[src/rtl/miter_stim_driver.sv]
// Stimulus driver for an equivalence miter: issues LFSR-generated PI vectors,
// compares gold/gate responses, counts failures and latches the first failing vector.
module miter_stim_driver #(
  parameter int unsigned PI_WIDTH     = 1,
  parameter int unsigned PO_WIDTH     = 1,
  parameter logic [31:0] LFSR_SEED    = 32'h00000001,
  parameter int unsigned NUM_VECTORS  = 256,
  parameter int unsigned RESP_TIMEOUT = 16
) (
  input  logic                clk,
  input  logic                rst,
  input  logic                start,
  output logic [PI_WIDTH-1:0] pi_data,
  output logic                pi_valid,
  input  logic                pi_ready,
  input  logic                po_valid,
  input  logic [PO_WIDTH-1:0] po_gold,
  input  logic [PO_WIDTH-1:0] po_gate,
  output logic                busy,
  output logic                done,
  output logic                pass,
  output logic                timeout,
  output logic [15:0]         fail_count,
  output logic [15:0]         first_fail_idx,
  output logic [PI_WIDTH-1:0] first_fail_vec
);

  localparam logic [31:0] SEED     = (LFSR_SEED == '0) ? 32'd1 : LFSR_SEED;
  localparam logic [7:0]  TMO_LAST = 8'(RESP_TIMEOUT - 1);
  localparam logic [15:0] LAST_IDX = 16'(NUM_VECTORS - 1);

  typedef enum logic [1:0] {S_IDLE, S_DRIVE, S_WAIT, S_DONE} state_t;

  state_t      state;
  logic [31:0] lfsr;
  logic [15:0] idx;
  logic [7:0]  wait_cnt;
  logic        resp_done;
  logic        resp_fail;

  function automatic logic [31:0] lfsr_next(input logic [31:0] cur);
    return cur[0] ? ((cur >> 1) ^ 32'h80200003) : (cur >> 1);
  endfunction

  // The last WAIT cycle resolves the vector either way; a po_valid there wins over the timeout.
  always_comb begin
    resp_done = po_valid || (wait_cnt == TMO_LAST);
    resp_fail = po_valid ? (po_gold != po_gate) : 1'b1;
  end

  always_ff @(posedge clk) begin
    if (!rst) begin
      state          <= S_IDLE;
      lfsr           <= SEED;
      idx            <= '0;
      wait_cnt       <= '0;
      pi_data        <= '0;
      pi_valid       <= 1'b0;
      busy           <= 1'b0;
      done           <= 1'b0;
      pass           <= 1'b0;
      timeout        <= 1'b0;
      fail_count     <= '0;
      first_fail_idx <= '0;
      first_fail_vec <= '0;
    end else begin
      case (state)
        S_IDLE, S_DONE: begin
          if (start) begin
            state          <= S_DRIVE;
            lfsr           <= SEED;
            idx            <= '0;
            pi_data        <= SEED[PI_WIDTH-1:0];
            pi_valid       <= 1'b1;
            busy           <= 1'b1;
            done           <= 1'b0;
            pass           <= 1'b0;
            timeout        <= 1'b0;
            fail_count     <= '0;
            first_fail_idx <= '0;
            first_fail_vec <= '0;
          end
        end
        S_DRIVE: begin
          if (pi_ready) begin
            state    <= S_WAIT;
            pi_valid <= 1'b0;
            lfsr     <= lfsr_next(lfsr);
            wait_cnt <= '0;
          end
        end
        S_WAIT: begin
          if (!resp_done) begin
            wait_cnt <= wait_cnt + 8'd1;
          end else begin
            if (!po_valid) timeout <= 1'b1;
            if (resp_fail) begin
              if (fail_count != 16'hFFFF) fail_count <= fail_count + 16'd1;
              if (fail_count == '0) begin
                first_fail_idx <= idx;
                first_fail_vec <= pi_data;
              end
            end
            idx <= idx + 16'd1;
            if (idx == LAST_IDX) begin
              state <= S_DONE;
              busy  <= 1'b0;
              done  <= 1'b1;
              pass  <= !resp_fail && (fail_count == '0);
            end else begin
              state    <= S_DRIVE;
              pi_valid <= 1'b1;
              pi_data  <= lfsr[PI_WIDTH-1:0];
            end
          end
        end
        default: state <= S_IDLE;
      endcase
    end
  end

endmodule

[config.mk]
export PLATFORM = sky130hd
export DESIGN_NAME = miter_stim_driver
export DESIGN_NICKNAME = d
export VERILOG_FILES = /design/src/rtl/miter_stim_driver.sv
export SDC_FILE = /design/constraint.sdc
export NUM_CORES = 1
export LEC_CHECK = 0
export ABC_AREA = 1
export ABC_CLOCK_PERIOD_IN_PS = 3000
export BUFFER_PORTS_ARGS = -buffer_cell sky130_fd_sc_hd__buf_2
export CAP_MARGIN = 20
export CORE_MARGIN = 3
export CORE_UTILIZATION = 45
export DETAILED_ROUTE_END_ITERATION = 6
export GPL_TIMING_DRIVEN = 0
export PLACE_DENSITY = 0.6
export SYNTH_ARGS = -nofsm -noshare
export SYNTH_HDL_FRONTEND = slang
export SYNTH_SLANG_ARGS = --single-unit
[constraint.sdc]
create_clock -name clk -period 3 [get_ports clk]
set_input_delay 0.15 -clock clk [delete_from_list [all_inputs] [get_ports clk]]
set_output_delay 0.15 -clock clk [all_outputs]
set_load 0.02 [all_outputs]
# After elaboration in Yosys (flattened, before gate mapping)
# Index checks and enable logic that the tools add are counted.
[op_classes] addsub=3 eq_ne=17 mux=49 n_bitwise=1 n_reduce_logical=19
[ops] operator="16-bit 2-to-1 mux" count=8
[ops] operator="32-bit 2-to-1 mux" count=3
[ops] operator="16-bit case mux with 2 select lines" count=3
[ops] operator="32-bit case mux with 2 select lines" count=1
[ops] operator="16-bit by 1-bit adder with 16-bit output (second input constant)" count=2
[ops] operator="2-bit != test (second input constant)" count=10
[ops] operator="1-bit 2-to-1 mux" count=19
[ops] operator="16-bit by 8-bit equality test with 1-bit output (second input constant)" count=1
[ops] operator="16-bit zero test" count=1
[ops] operator="8-bit 2-to-1 mux" count=2
[ops] operator="16-bit != test (second input constant)" count=1
[ops] operator="8-bit case mux with 2 select lines" count=1
[ops] operator="4-bit AND reduction" count=4
[ops] operator="1-bit case mux with 2 select lines" count=6
[ops] operator="3-bit AND reduction" count=4
[ops] operator="5-bit AND reduction" count=2
[ops] operator="8-bit by 1-bit adder with 8-bit output (second input constant)" count=1
[ops] operator="8-bit by 4-bit equality test with 1-bit output (second input constant)" count=1
[ops] operator="2-bit 2-to-1 mux" count=4
[ops] operator="2-bit case mux with 3 select lines" count=1
[ops] operator="2-bit nonzero test" count=3
[ops] operator="2-bit equality test (second input constant)" count=2
[ops] operator="3-bit inverter with 4-bit output" count=1
[ops] operator="1-bit case mux with 3 select lines" count=1
[ops] operator="7 further kinds" count=7
[totals] register_bits=97 input_bits=7 output_inout_bits=39 elab_cells=102

# Logic depth before layout (Yosys ltp)
[logic_depth] ltp_word=7 depth_mapped=12 ltp_nobuf=11

# Least setup slack after synthesis
# OpenSTA, ideal clock, no wires.
[synth_path] path_kind="flip-flop to flip-flop" startpoint="register fail_count[0]" endpoint="register fail_count[2]" setup_time_ps=113 t_arrival_ps=1731 t_required_ps=2887 setup_slack_ps=1156 stages_incl_launch_ff=11 path_buffers=0 synth_period_minus_slack_ps=1844 cell_sequence="dfxtp_1 -> ha_1 -> nand2_2 -> nor2_2 -> nand4_2 -> nor2_4 -> inv_1 -> nand2_4 -> nor2_1 -> nand2_1 -> nand2_1"
[synth_between] elab_chain_len=5 elab_cells_between_ends=8 cone_classes="add/sub: 1; eq/ne: 2; mux: 4; reduce/logical: 1"
[synth_rtl] element="start: declaration" line="23" source="output logic [15:0] fail_count,"
[synth_rtl] element="start signal: assignment" line="98" source="if (fail_count != 16'hFFFF) fail_count <= fail_count + 16'd1;"
[synth_rtl] element="16-bit by 1-bit adder with 16-bit output" line="98"
[synth_rtl] element="16-bit 2-to-1 mux" line="98"
[synth_rtl] element="16-bit 2-to-1 mux" line="97" source="if (resp_fail) begin"
[synth_rtl] element="16-bit 2-to-1 mux" line="93" source="if (!resp_done) begin"
[synth_rtl] element="16-bit case mux with 2 select lines" line="67" source="case (state)"
# Parallel ways exist; a longest one is shown, timed or not. The select of a mux whose other input is x is not followed.
# A chain may end at the register's enable or synchronous reset.

# Worst setup path after layout
[layout_path] startpoint="register state[0]" endpoint="register lfsr[26]"
[layout_between] elab_chain_len=4 elab_cells_between_ends=9 cone_classes="eq/ne: 4; mux: 1; reduce/logical: 4"
[layout_rtl] element="start: declaration" line="34" source="state_t state;"
[layout_rtl] element="start signal: assignment" line="53" source="state <= S_IDLE;"
[layout_rtl] element="start signal: assignment" line="70" source="state <= S_DRIVE;"
[layout_rtl] element="start signal: assignment" line="86" source="state <= S_WAIT;"
[layout_rtl] element="2-bit equality test / 2-bit zero test (equally long branches)" line="67"
[layout_rtl] element="2-bit OR reduction" line="67"
[layout_rtl] element="2-bit != test (no line) / 2-bit nonzero test (equally long branches)"
[layout_rtl] element="3-bit AND reduction (no line)"
[layout_rtl] element="end signal: assignment" line="88" source="lfsr <= lfsr_next(lfsr);"
[layout_rtl] element="end: declaration" line="35" source="logic [31:0] lfsr;"
# Parallel ways exist; a longest one is shown, timed or not.

==> flow_metrics.env <==
export IMPL_status="finished, final reports clean"
export IMPL_arrival_ns=2.45
export IMPL_antenna_found_initial=0
export IMPL_layout_min_cycle_time_ns=2.148
export IMPL_async_flop_share_pct=0
export IMPL_synth_nets=706
export IMPL_synth_top_area_share_pct=41.38
export IMPL_leakage_nw=2.166
export IMPL_cts_htree_levels=3
export IMPL_hold_path_end="timeout$_SDFFE_PN0P_"
export IMPL_die_area_mm2=0.01169
export IMPL_fillers=1052
export IMPL_clk_latency_ns=0.37
export IMPL_max_cap_viol_count=0
export IMPL_n_antenna_cell=0
export IMPL_setup_tns_final_ns=0
export IMPL_slew_violations=0
export IMPL_synth_edff_count=0
export IMPL_synth_area_mm2=0.004693
export IMPL_ir_drop_mv=0.3963
export IMPL_synth_area_leaders="dfxtp_1 41%, nand2_1 18%, nor2_1 8.0%"
export IMPL_hold_start="po_valid"
export IMPL_drc_errors=0
export IMPL_grt_use_total_pct=20.35
export IMPL_clk_path_buf_depth=2
export IMPL_post_route_util_pct=53.15
export IMPL_cts_setup_buffers=0
export IMPL_power_density_mw_per_mm2=831.2
export IMPL_syn_inst=692
export IMPL_hold_violations=0
export IMPL_ys_flop_type="dfxtp_1"
export IMPL_critPathTopFamily="buffers and inverters"
export IMPL_cts_buffers=9
export IMPL_timing_clock_skew_ns=0.01358
export IMPL_slew_headroom_pct=57.95
export IMPL_period_share_pct=71.61
export IMPL_drive_gt1_share_pct=12.10
export IMPL_grt_setup_unrepaired="false"
export IMPL_vias_per_cell=5.045
export IMPL_stdcell_count=885
export IMPL_startpoint_type="register"
export IMPL_crit_fanout=10
export IMPL_register_area_mm2=0.001942
export IMPL_synth_area_leader_cell="dfxtp_1"
export IMPL_min_path_type="primary input to register"
export IMPL_root_buffer="clkbuf_8"
export IMPL_ff2ff_setup_slack_ns=0.85
export IMPL_timing_rr_end="lfsr[26]$_SDFFE_PN0P_"
export IMPL_totalWireLength_um=11290
export IMPL_multi_input_area_mm2=0.002411
export IMPL_critPathMostFrequentCell="inv_1"
export IMPL_grt_pass1_wl_um=19140
export IMPL_gp_congestion=0.8818
export IMPL_cp_num_buf_inv=6
export IMPL_ios=46
export IMPL_synth_seq_cells=97
export IMPL_clk_pin_slew_ns=0.11
export IMPL_nNetsFinal=761
export IMPL_vias=4465
export IMPL_initial_core_util_pct=47.15
export IMPL_core_rowCount=36
export IMPL_startpoint="state[0]$_SDFFE_PN0P_"
export IMPL_die_h_um=108.1
export IMPL_worstPathCellList="inv_1 -> ha_1 -> inv_1 -> nor2_1 -> inv_1 -> nand2_1 -> inv_1 -> nand2_1 -> inv_1 -> clkbuf_1 -> nand2_1 -> a21oi_1"
export IMPL_cts_sinks=97
export IMPL_synth_distinct_cells=37
export IMPL_fmax_ghz=0.4655
export IMPL_worst_pin_slew_ns=0.6307
export IMPL_io_buffers=44
export IMPL_firstDrtPassIters=4
export IMPL_end_kind="register"
export IMPL_ant_nets=0
export IMPL_die_width_um=108.1
export IMPL_coreArea_mm2=0.009955
export IMPL_hpwl_um=8265
export IMPL_rr_worst_depth=12
export IMPL_cts_hold_buf=0
export IMPL_cp_required_ns=3.30
export IMPL_min_path_cells=4
export IMPL_yosys_warnings=0
export IMPL_worstSetupPathType="register to register"
export IMPL_cp_slowest_stage_delay_ns=0.40
export IMPL_drtIter0Drc=234
export IMPL_synthToLayoutAreaGrowth_pct=12.74
export IMPL_grt_pass1_vias=4091
export IMPL_reg2reg_from="state[0]$_SDFFE_PN0P_"
export IMPL_overflow=0
export IMPL_grt_max_degree=19
export IMPL_placedCellCount=869
export IMPL_cts_resized=0
export IMPL_setup_viol_count_final=0
export IMPL_wl_per_cell_um=12.75
export IMPL_syn_avg_cell_area_um2=6.782
export IMPL_seq_area_frac_synth_pct=41.38
export IMPL_slowest_stage="dfxtp_1"
export IMPL_tritoncts="built"
[tightest hold or removal path, cell delays in order]
cell	delay, ns
buf_2	0.10
inv_1	0.06
nand3_1	0.08
a21oi_1	0.06
[cells in the mapped netlist, types with 3 or more instances]
master / n
o21bai_1: 3
inv_1: 53
nor2_4: 3
nand2_1: 231
nor2_2: 3
nand3_1: 28
nor2_1: 100
buf_2: 5
buf_1: 4
nand4_1: 14
a21oi_1: 71
buf_6: 4
o21ai_0: 14
clkbuf_1: 11
xor2_1: 8
or2_2: 3
nor3_1: 9
ha_1: 7
dfxtp_1: 97
[cells in the final DEF, fill, tap and decap left out, types with 3 or more instances in the layout]
cell,count
nand4_1,14
clkbuf_8,9
xor2_1,8
nand2_1,231
o21bai_1,3
dfxtp_1,97
nor2_2,3
ha_1,7
buf_6,4
nor2_4,3
nor2_1,100
o21ai_0,14
clkinv_4,3
buf_2,49
clkbuf_1,11
or2_2,3
nor3_1,9
nand3_1,28
buf_1,4
inv_1,53
a21oi_1,71
[metal layers]
layer / wire length, um / track usage, % / up-vias
li1: - / - / 2311
met3: 491 / 4.478 / 20
met1: 5115 / 25.04 / 2055
met5: 0 / 0 / -
met4: 238 / 5.951 / 0
met2: 5441 / 35.66 / 79
[through the flow]
step                      setup slack (ns)  power (W)  hold slack, ns  instance area (um^2)
after global routing                0.5293   0.004739          0.1327                  5291
after floorplan                      1.156   0.003000          0.3498                  4693
final                               0.8516   0.004398          0.1347                  5291
after detailed placement            0.8569   0.003521          0.4519                  5080
after global placement              0.9152   0.003495          0.4457                  5080
after CTS                           0.8397   0.004440          0.1187                  5291
[power breakdown]
| part | leakage, nW | internal (W) | switching, W |
|---|---|---|---|
| Clock | 0.108 | 0.000405 | 0.000508 |
| Sequential | 0.786 | 0.00143 | 0.0000959 |
| Combinational | 1.27 | 0.000596 | 0.00136 |
| Total | 2.17 | 0.00244 | 0.00196 |
[logic make-up (layout without fill, tap and decap cells)]
group	count (synthesis)	in the layout	synth area share [%]
AO/OA/AOI/OAI	93	93	10.80
XOR/XNOR	10	10	1.866
AND/OR/NAND/NOR	405	405	36.84
flip-flops	97	97	41.38
adder cells (fa/ha/maj)	7	7	1.866
buffers and inverters	80	140	7.251
[state kept, by name (all words and copies together), names as in the netlist, 2 cells and up]
name	count
first_fail_idx	16
fail_count	16
wait_cnt	8
state	2
idx	16
lfsr	32
[area by class of cell]
cell class                 count  area share (%)
tap                          133           3.145
inverter                      55           3.902
multi-input combinational    515           45.57
clock buffer                   9           2.341
sequential                    97           36.70
buffer                        25           2.530
clock inverter                 7           1.655
timing repair buffer          44           4.162
[worst max path at each step]
stage | end | slack (ns) | cells past startpoint
6_report | lfsr[26]$_SDFFE_PN0P_ | 0.85 | 12
4_1_cts | lfsr[6]$_SDFFE_PN0P_ | 0.84 | 12
2_1_floorplan | fail_count[2]$_SDFFE_PN0P_ | 1.16 | 10
5_1_grt | lfsr[9]$_SDFFE_PN0P_ | 0.53 | 12
3_5_place_dp | lfsr[26]$_SDFFE_PN0P_ | 0.86 | 12
3_3_place_gp | lfsr[4]$_SDFFE_PN0P_ | 0.92 | 12
Power figures use the tool's default switching activity.
